$ cat src/rtl/fetch_ctrl_pkg.sv
// Shared types and constants for the instruction-fetch sequencer.
package fetch_ctrl_pkg;

    // Default first fetch address after reset
    localparam logic [31:0] RESET_PC_DEFAULT = 32'h0000_0000;

    // Fetch sequencer states
    typedef enum logic [1:0] {
        FS_BOOT = 2'd0,
        FS_REQ  = 2'd1,
        FS_RESP = 2'd2,
        FS_HOLD = 2'd3
    } fetch_state_e;

    // Redirect sources, indexed by priority (lower index wins)
    localparam int NUM_REDIR = 3;
    localparam int PRI_TRAP  = 0;
    localparam int PRI_FLUSH = 1;
    localparam int PRI_BR    = 2;

    // Force a fetch target onto a word boundary
    function automatic logic [31:0] align_word(input logic [31:0] addr);
        return {addr[31:2], 2'b00};
    endfunction

endpackage

$ cat src/rtl/fetch_ctrl_if.sv
// Instruction-memory port and decode handshake of the fetch sequencer.
interface fetch_ctrl_if;
    logic        imem_req;
    logic [31:0] imem_addr;
    logic        imem_gnt;
    logic        imem_rvalid;
    logic [31:0] imem_rdata;
    logic        if_valid;
    logic        if_ready;
    logic [31:0] if_pc;
    logic [31:0] if_inst;

    // Fetch sequencer side
    modport master (
        output imem_req, imem_addr, if_valid, if_pc, if_inst,
        input  imem_gnt, imem_rvalid, imem_rdata, if_ready
    );

    // Memory / decode side
    modport slave (
        input  imem_req, imem_addr, if_valid, if_pc, if_inst,
        output imem_gnt, imem_rvalid, imem_rdata, if_ready
    );
endinterface

$ cat src/rtl/fetch_ctrl_redirect_arb.sv
// Priority select of trap/flush/branch redirects plus the pending-target
// register that holds a redirect until the in-flight fetch retires.
module fetch_ctrl_redirect_arb
    import fetch_ctrl_pkg::*;
(
    input  logic        clk,
    input  logic        rst,
    input  logic        trap_req,
    input  logic [31:0] trap_vec,
    input  logic        flush_req,
    input  logic [31:0] flush_pc,
    input  logic        br_req,
    input  logic [31:0] br_target,
    input  logic        capture_en,
    input  logic        pend_clr,
    output logic        redir_valid,
    output logic [31:0] redir_pc,
    output logic        pend_valid,
    output logic [31:0] pend_pc
);
    logic [NUM_REDIR-1:0] src_req;
    logic [31:0]          src_tgt [NUM_REDIR];
    logic [31:0]          src_tgt_al [NUM_REDIR];

    logic        pend_valid_q, pend_valid_d;
    logic [31:0] pend_pc_q, pend_pc_d;

    assign src_req[PRI_TRAP]  = trap_req;
    assign src_req[PRI_FLUSH] = flush_req;
    assign src_req[PRI_BR]    = br_req;
    assign src_tgt[PRI_TRAP]  = trap_vec;
    assign src_tgt[PRI_FLUSH] = flush_pc;
    assign src_tgt[PRI_BR]    = br_target;

    genvar gi;
    generate
        for (gi = 0; gi < NUM_REDIR; gi++) begin : g_align
            assign src_tgt_al[gi] = align_word(src_tgt[gi]);
        end
    endgenerate

    // Walk from lowest to highest priority so the highest active source wins
    always_comb begin
        redir_valid = 1'b0;
        redir_pc    = 32'h0;
        for (int i = NUM_REDIR - 1; i >= 0; i--) begin
            if (src_req[i]) begin
                redir_valid = 1'b1;
                redir_pc    = src_tgt_al[i];
            end
        end
    end

    // Pending target: later redirects overwrite; retirement clears it
    always_comb begin
        pend_valid_d = pend_valid_q;
        pend_pc_d    = pend_pc_q;
        if (pend_clr) begin
            pend_valid_d = 1'b0;
        end else if (capture_en && redir_valid) begin
            pend_valid_d = 1'b1;
            pend_pc_d    = redir_pc;
        end
    end

    // Pending register update
    always_ff @(posedge clk) begin
        if (rst) begin
            pend_valid_q <= 1'b0;
            pend_pc_q    <= 32'h0;
        end else begin
            pend_valid_q <= pend_valid_d;
            pend_pc_q    <= pend_pc_d;
        end
    end

    assign pend_valid = pend_valid_q;
    assign pend_pc    = pend_pc_q;

endmodule

$ cat src/rtl/fetch_ctrl.sv
// Instruction-fetch sequencer: owns the fetch PC, runs a single-outstanding
// request/grant/response port and presents fetched words to decode.
module fetch_ctrl
    import fetch_ctrl_pkg::*;
#(
    parameter logic [31:0] RESET_PC = RESET_PC_DEFAULT
) (
    input  logic           clk,
    input  logic           rst,
    input  logic           trap_req,
    input  logic [31:0]    trap_vec,
    input  logic           flush_req,
    input  logic [31:0]    flush_pc,
    input  logic           br_req,
    input  logic [31:0]    br_target,
    fetch_ctrl_if.master   bus,
    output logic [31:0]    pc
);
    fetch_state_e state_q, state_d;
    logic [31:0]  pc_q, pc_d;
    logic         drop_q, drop_d;
    logic [31:0]  if_pc_q, if_pc_d;
    logic [31:0]  if_inst_q, if_inst_d;

    logic         redir_valid;
    logic [31:0]  redir_pc;
    logic         pend_valid;
    logic [31:0]  pend_pc;
    logic         capture_en;
    logic         discard;
    logic         pend_clr;
    logic [31:0]  retire_pc;

    // Redirects are only held while a memory transaction is open
    assign capture_en = (state_q == FS_REQ) || (state_q == FS_RESP);
    // A redirect on the retiring cycle itself also kills the response
    assign discard    = drop_q || redir_valid;
    assign pend_clr   = (state_q == FS_RESP) && bus.imem_rvalid && discard;
    // Newest redirect wins over the held one
    assign retire_pc  = (redir_valid || !pend_valid) ? redir_pc : pend_pc;

    fetch_ctrl_redirect_arb u_arb (
        .clk        (clk),
        .rst        (rst),
        .trap_req   (trap_req),
        .trap_vec   (trap_vec),
        .flush_req  (flush_req),
        .flush_pc   (flush_pc),
        .br_req     (br_req),
        .br_target  (br_target),
        .capture_en (capture_en),
        .pend_clr   (pend_clr),
        .redir_valid(redir_valid),
        .redir_pc   (redir_pc),
        .pend_valid (pend_valid),
        .pend_pc    (pend_pc)
    );

    // Next-state, PC and fetch-buffer selection
    always_comb begin
        state_d   = state_q;
        pc_d      = pc_q;
        drop_d    = drop_q;
        if_pc_d   = if_pc_q;
        if_inst_d = if_inst_q;
        if (capture_en && redir_valid) begin
            drop_d = 1'b1;
        end
        case (state_q)
            FS_BOOT: state_d = FS_REQ;
            FS_REQ: begin
                if (bus.imem_gnt) begin
                    state_d = FS_RESP;
                end
            end
            FS_RESP: begin
                if (bus.imem_rvalid) begin
                    if (discard) begin
                        pc_d    = retire_pc;
                        drop_d  = 1'b0;
                        state_d = FS_REQ;
                    end else begin
                        if_inst_d = bus.imem_rdata;
                        if_pc_d   = pc_q;
                        state_d   = FS_HOLD;
                    end
                end
            end
            FS_HOLD: begin
                if (redir_valid) begin
                    pc_d    = redir_pc;
                    state_d = FS_REQ;
                end else if (bus.if_ready) begin
                    pc_d    = pc_q + 32'd4;
                    state_d = FS_REQ;
                end
            end
            default: state_d = FS_BOOT;
        endcase
    end

    // State and datapath registers
    always_ff @(posedge clk) begin
        if (rst) begin
            state_q   <= FS_BOOT;
            pc_q      <= RESET_PC;
            drop_q    <= 1'b0;
            if_pc_q   <= 32'h0;
            if_inst_q <= 32'h0;
        end else begin
            state_q   <= state_d;
            pc_q      <= pc_d;
            drop_q    <= drop_d;
            if_pc_q   <= if_pc_d;
            if_inst_q <= if_inst_d;
        end
    end

    assign bus.imem_req  = (state_q == FS_REQ);
    assign bus.imem_addr = pc_q;
    assign bus.if_valid  = (state_q == FS_HOLD);
    assign bus.if_pc     = if_pc_q;
    assign bus.if_inst   = if_inst_q;
    assign pc            = pc_q;

endmodule

$ cat src/flat_wrapper.sv
// flat-port wrapper written by rule: the top's interface ports become plain ports
module fetch_ctrl_flat import fetch_ctrl_pkg::*;
#(
    parameter logic [31:0] RESET_PC = RESET_PC_DEFAULT
)
  (clk, rst, trap_req, trap_vec, flush_req, flush_pc, br_req, br_target, pc, bus_imem_req, bus_imem_addr, bus_if_valid, bus_if_pc, bus_if_inst, bus_imem_gnt, bus_imem_rvalid, bus_imem_rdata, bus_if_ready);
  fetch_ctrl_if bus_i ();
  input  logic clk;
  input  logic rst;
  input  logic trap_req;
  input  logic [31:0] trap_vec;
  input  logic flush_req;
  input  logic [31:0] flush_pc;
  input  logic br_req;
  input  logic [31:0] br_target;
  output logic [31:0] pc;
  output wire logic [$bits(bus_i.imem_req)-1:0] bus_imem_req;
  output wire logic [$bits(bus_i.imem_addr)-1:0] bus_imem_addr;
  output wire logic [$bits(bus_i.if_valid)-1:0] bus_if_valid;
  output wire logic [$bits(bus_i.if_pc)-1:0] bus_if_pc;
  output wire logic [$bits(bus_i.if_inst)-1:0] bus_if_inst;
  input wire logic [$bits(bus_i.imem_gnt)-1:0] bus_imem_gnt;
  input wire logic [$bits(bus_i.imem_rvalid)-1:0] bus_imem_rvalid;
  input wire logic [$bits(bus_i.imem_rdata)-1:0] bus_imem_rdata;
  input wire logic [$bits(bus_i.if_ready)-1:0] bus_if_ready;
  assign bus_imem_req = bus_i.imem_req;
  assign bus_imem_addr = bus_i.imem_addr;
  assign bus_if_valid = bus_i.if_valid;
  assign bus_if_pc = bus_i.if_pc;
  assign bus_if_inst = bus_i.if_inst;
  assign bus_i.imem_gnt = bus_imem_gnt;
  assign bus_i.imem_rvalid = bus_imem_rvalid;
  assign bus_i.imem_rdata = bus_imem_rdata;
  assign bus_i.if_ready = bus_if_ready;
  fetch_ctrl #(.RESET_PC(RESET_PC)) u_core (.clk(clk), .rst(rst), .trap_req(trap_req), .trap_vec(trap_vec), .flush_req(flush_req), .flush_pc(flush_pc), .br_req(br_req), .br_target(br_target), .bus(bus_i), .pc(pc));
endmodule
$ cat config.mk
export PLATFORM = sky130hd
export DESIGN_NAME = fetch_ctrl_flat
export DESIGN_NICKNAME = d
export VERILOG_FILES = /design/src/rtl/fetch_ctrl_pkg.sv /design/src/rtl/fetch_ctrl_if.sv /design/src/rtl/fetch_ctrl_redirect_arb.sv /design/src/rtl/fetch_ctrl.sv /design/src/flat_wrapper.sv
export SDC_FILE = /design/constraint.sdc
export NUM_CORES = 1
export LEC_CHECK = 0
export CAP_MARGIN = 20
export CORE_MARGIN = 2
export CORE_UTILIZATION = 49
export CTS_BUF_LIST = sky130_fd_sc_hd__clkbuf_4 sky130_fd_sc_hd__clkbuf_8
export DETAILED_ROUTE_END_ITERATION = 7
export GPL_ROUTABILITY_DRIVEN = 0
export GPL_TIMING_DRIVEN = 0
export HOLD_SLACK_MARGIN = 0.12
export MAX_ROUTING_LAYER = met4
export PLACE_DENSITY_LB_ADDON = 0.25
export SKIP_CTS_REPAIR_TIMING = 1
export SLEW_MARGIN = 20
export SYNTH_ARGS = -nofsm -noshare
export SYNTH_HDL_FRONTEND = slang
export SYNTH_SLANG_ARGS = --single-unit
$ cat constraint.sdc
create_clock -name clk -period 5.3 [get_ports clk]
set_clock_uncertainty 0.2 [all_clocks]
set_input_delay 1.06 -clock clk [delete_from_list [all_inputs] [get_ports clk]]
set_output_delay 1.06 -clock clk [all_outputs]
set_load 0.05 [all_outputs]
Word-level counts from Yosys, hierarchy flattened
Cells that the tools add are included.
Word-level totals
  bits in registers: 132
  bits of input ports: 136
  output and inout bits: 130
Cells by class
  add/subtract/negate cells: 1
  equal/unequal tests: 7
  mux-type cells: 22
  bitwise logic cells: 2
  reductions and logical operators: 14
Operator list (count)
  32-bit two-way mux: 8
  32-bit one-hot mux with 2 select lines: 1
  32-bit by 3-bit adder with 32-bit output (second input constant): 1
  2-bit two-way mux: 5
  2-bit one-hot mux with 4 select lines: 1
  1-bit two-way mux: 7
  3-bit AND reduction: 2
  2-bit equality test (second input constant): 2
  2-bit by 1-bit inequality test with 1-bit output (second input constant): 2
  4-bit AND reduction: 1
  1-bit logical AND: 3
  1-bit logical OR: 3
  3-bit by 1-bit inequality test with 1-bit output (second input constant): 1
  2-bit by 1-bit equality test with 1-bit output (second input constant): 1
  2-bit logical NOT: 1
  2-bit inequality test (second input constant): 1
  1-bit NOT: 2
  2-bit AND reduction: 1
  2-bit nonzero test: 1
  2-bit OR reduction: 1
  1-bit logical NOT: 1

Depth between registers and ports, before layout
  word-level depth: 8
  mapped depth: 9

Cells and area by module
From an unflattened synthesis, not the netlist that was laid out.
Second synthesis, totals
  cell total of the unflattened synthesis: 936
  area total of the unflattened synthesis: 7066.8 um2
Modules (own cells, without submodules)
  fetch_ctrl: times used 1, cells each 720, area each 5220.0 um2
  fetch_ctrl_redirect_arb: times used 1, cells each 216, area each 1846.8 um2

Least setup slack after synthesis
OpenSTA, ideal clock, no wires.
  kind: register -> register
  start: register u_core.pc_q[2], in the netlist u_core.bus.imem_addr[2]
  end: register u_core.pc_q[28], in the netlist u_core.bus.imem_addr[28]
  library setup time: 0.139 ns
  arrival: 2.457 ns
  slack: 2.505 ns
  cell stages (with the launch flop): 7
  path buffers: 0
  period minus slack after synthesis: 2.795 ns
  path through: dfxtp_1 > ha_1 > nand4_4 > or4_4 > or4_4 > o211ai_2 > a221oi_2
Between the ends
  cells in the longest elaborated chain, start to end: 4
RTL lines
  start, declared: RTL line fetch_ctrl.sv:20  | logic [31:0] pc_q, pc_d;
  start signal, assigned: RTL line fetch_ctrl.sv:112  | pc_q <= pc_d;
  32-bit by 3-bit adder with 32-bit output: RTL line fetch_ctrl.sv:94  | pc_d = pc_q + 32'd4;
  32-bit two-way mux: RTL line fetch_ctrl.sv:93  | end else if (bus.if_ready) begin
  32-bit two-way mux: RTL line fetch_ctrl.sv:90  | if (redir_valid) begin
  32-bit one-hot mux with 2 select lines: RTL line fetch_ctrl.sv:69  | case (state_q)
Every way passes these cells. The select of a mux whose other input is x is not followed.
A chain may end at the register's enable or synchronous reset.

Worst setup path in the final report
  start: input br_req
  end: register u_core.if_pc_q[18], in the netlist u_core.bus.if_pc[18]
Between the ends
  cells in the longest elaborated chain, start to end: 6
RTL lines
  start, declared: RTL line flat_wrapper.sv:14  | input logic br_req;
  1-bit two-way mux (3 in a row): RTL line fetch_ctrl_redirect_arb.sv:47  | if (src_req[i]) begin
  1-bit logical OR: RTL line fetch_ctrl.sv:37  | assign discard = drop_q || redir_valid;
  1-bit NOT (no line)
  3-bit AND reduction (no line)
  end signal, assigned: RTL line fetch_ctrl.sv:114  | if_pc_q <= if_pc_d;
  end, declared: RTL line fetch_ctrl.sv:22  | logic [31:0] if_pc_q, if_pc_d;
Every way passes these cells.

==> metrics.md <==
| Metric | Value |
|---|---|
| Status | `completed` |
| TritonCTS Sinks | `126` |
| Final Cycle Share | `69.8%` |
| Yosys top cell by area | `dfxtp_1` |
| Synth async-reset ratio | `0%` |
| Nets | `1,321` |
| Iter 0 DRT Violations | `899` |
| Most common cell on crit path | `buf_2` |
| Clk Latency, worst-skew pair | `0.44 ns` |
| Core area | `13,300 sq um` |
| Chip height | `121 um` |
| Tmin final | `3.70 ns` |
| Top cells by count, synth | `nand2_1 (215), a21oi_1 (135), dfxtp_1 (126), clkbuf_1 (49), nor2_1 (38)` |
| Largest net degree at the start of global routing | `17` |
| Pwr/cell area | `255 nW/um^2` |
| Number of synthesized flops with an enable pin | `0` |
| Vias in the first global route | `7,072` |
| Post-DP Area | `9480 sq um` |
| Routed Antenna Nets | `0` |
| Final WS setup | `1.60 ns` |
| Clock Root Buffer | `clkbuf_8` |
| TritonCTS clock tree | `done` |
| Final instance area | `9940 sq um` |
| Drt pass-1 iters | `6` |
| # diodes | `0` |
| Number of CTS-inserted buffers | `17` |
| Sequential fraction of design power | `40.5%` |
| Layout Cells excl Fill | `1,370` |
| Critical path type | `in2reg` |
| Post-synth top area share | `37.6%` |
| Seq/Total Area, Yosys | `37.6%` |
| Register area | `2520 sq um` |
| Area contributors post-synth | `dfxtp_1 (38%), nand2_1 (12%), a21oi_1 (10%)` |
| Crit end category | `flip-flop` |
| GRT overflow | `0` |
| Slew HR | `35.8%` |
| Worst-Margin Slew | `0.954 ns` |
| Multi-input logic area | `3590 sq um` |
| Critical Path Fanout Max | `10` |
| CP arrival | `3.86 ns` |
| Residual DRC count | `0` |
| Clock Power Share | `38.0%` |
| Dpl cells | `1,338` |
| Net Sw Frac | `29.9%` |
| # IOs | `266` |
| Pre-CTS setup slack | `1.30 ns` |
| Hold Crit Depth | `2` |
| Max cap viols | `0` |
| Worst Hold Class | `reg2reg` |
| Worst r2r src | `u_core.state_q[0]` |
| Final setup vio count | `0` |
| Slowest stage delay, CP | `0.77 ns` |
| Count leader, synth | `nand2_1` |
| Syn Inst Count | `905` |
| GRT Resource Usage Total | `32.4%` |
| Worst EP required | `5.46 ns` |
| Leak | `3.48 nW` |
| Hold_ws | `0.255 ns` |
| Worst Hold End | `u_core.bus.if_inst[29]` |
| CP max stage cell | `nor3_2` |
| Ys flop type | `dfxtp_1` |
| Switch Pwr | `758 uW` |
| Setup_tns | `0 ns` |
| Crit Reg-Reg Endpoint | `u_core.bus.imem_addr[22]` |
| Num rows | `42` |
| Pint | `1.78 mW` |
| DP HPWL | `17,900 um` |
| Initial Utilization | `50.5%` |
| Slew Limit Fails | `0` |
| Util after Layout | `74.7%` |
| Total power | `2.53 mW` |
| R2r worst-path depth | `7` |
| Maximum VDD drop | `0.000145 V` |
| Reg2Reg Setup Slack | `2.09 ns` |
| Layout cells sized above 1 | `8.79%` |
| Synth Register Bits | `126` |
| Hold path startpoint | `u_core.bus.if_inst[29]` |
| RSZ-0062 raised after global routing | `no` |
| CTS H-tree lvls | `4` |
| Ordered list of cells on the worst path | `clkdlybuf4s50_1 > buf_2 > or3_1 > clkbuf_1 > nor3_2 > buf_2 > nand2_1 > a21oi_1` |
| Combinational power share | `21.4%` |
| Die width | `121 um` |
| Final hold viol count | `0` |
| Crit path launch type | `input port` |
| Fillers | `1,049` |
| Avg WL per Cell | `17.2 um` |
| First-pass GRT wire length | `36,300 um` |
| Vias per cell | `5.73` |
| Drt total wl | `23,600 um` |
| # port buffers | `252` |
| Post-synth cell types | `68` |
| Vias | `7,844` |
| Post-Syn Area | `6720 sq um` |
| Peak Freq | `0.270 GHz` |
| Die Area | `14,700 sq um` |
| CTS clk-pin slew, worst paths | `0.07 ns` |
| Initial antenna violation count | `0` |
| YS warnings | `0` |
| Post-synthesis average cell area | `7.42 sq um` |
| CTS max path bufs | `2` |
| Area growth syn-to-layout | `48.0%` |
==> logic make-up (layout without fill, tap and decap cells) <==
group | count (synthesis) | after routing | synth area share (%)
AND/OR/NAND/NOR | 375 | 375 | 26.8
AO/OA/AOI/OAI | 271 | 271 | 24.7
flip-flops | 126 | 126 | 37.6
buffers and inverters | 122 | 406 | 9.19
adder cells (fa/ha/maj) | 4 | 4 | 0.745
XOR/XNOR | 3 | 3 | 0.391
multiplexers | 3 | 3 | 0.484
other | 1 | 6 | 0.0558
==> metal layers <==
layer	track usage [%]	vias to the layer above	wire length [um]
met5	-	-	0
met4	13.0	0	792
met3	6.63	76	2550
met2	51.3	522	10900
met1	40.5	3527	9400
li1	-	3719	-
==> power by group through the flow <==
stage / sequential (mW) / combinational (mW) / clock [mW]
floorplan: 1.08 / 0.268 / 0
global placement: 1.05 / 0.525 / 0
detailed placement: 1.05 / 0.532 / 0
CTS: 1.03 / 0.535 / 0.965
global route: 1.03 / 0.576 / 1.01
finish: 1.03 / 0.544 / 0.963
==> worst max path at each step <==
stage                               endpoint  depth (start not counted)                     from
finish                  u_core.bus.if_pc[18]                          8                   br_req
global route            u_core.bus.if_pc[11]                          8                   br_req
CTS                     u_core.bus.if_pc[18]                          8                   br_req
detailed placement       u_core.bus.if_pc[5]                          8                   br_req
global placement       u_core.bus.if_inst[2]                          8                   br_req
floorplan           u_core.bus.imem_addr[28]                          6  u_core.bus.imem_addr[2]
==> registers in the layout, indices dropped and copies added (netlist names) <==
| name | count |
|---|---|
| u_core.u_arb.pend_pc | 30 |
| u_core.drop_q | 1 |
| u_core.bus.if_pc | 30 |
| u_core.bus.if_inst | 32 |
| u_core.u_arb.pend_valid | 1 |
| u_core.state_q | 2 |
| u_core.bus.imem_addr | 30 |
==> layout make-up <==
| type | instances | area share [%] |
|---|---|---|
| Multi-Input combinational cell | 662 | 36.2 |
| Sequential cell | 126 | 25.4 |
| Timing Repair Buffer | 252 | 25.4 |
| Buffer | 109 | 5.72 |
| Clock buffer | 18 | 2.43 |
| Tap cell | 176 | 2.22 |
| Clock inverter | 14 | 2.19 |
| Inverter | 13 | 0.491 |
==> placed cells by master, fill, tap and decap left out, types with 12 or more instances in the layout <==
cell,instances
inv_1,13
a22oi_1,19
nor2b_1,13
dfxtp_1,126
clkbuf_1,49
nor3_1,12
nand4_1,12
nand3_1,13
o31ai_1,13
nor2_1,38
a21oi_1,135
clkbuf_8,17
nand2_1,215
clkdlybuf4s50_1,252
o21ai_0,32
buf_2,19
buf_4,36
==> critical path: cells and delay by family <==
kind,cells,cell delay [ns]
AOI/OAI and AO/OA,1,0.16
buffers and inverters,4,1.35
and+or+nand+nor,3,1.29
(Power assumes the default switching activity.)
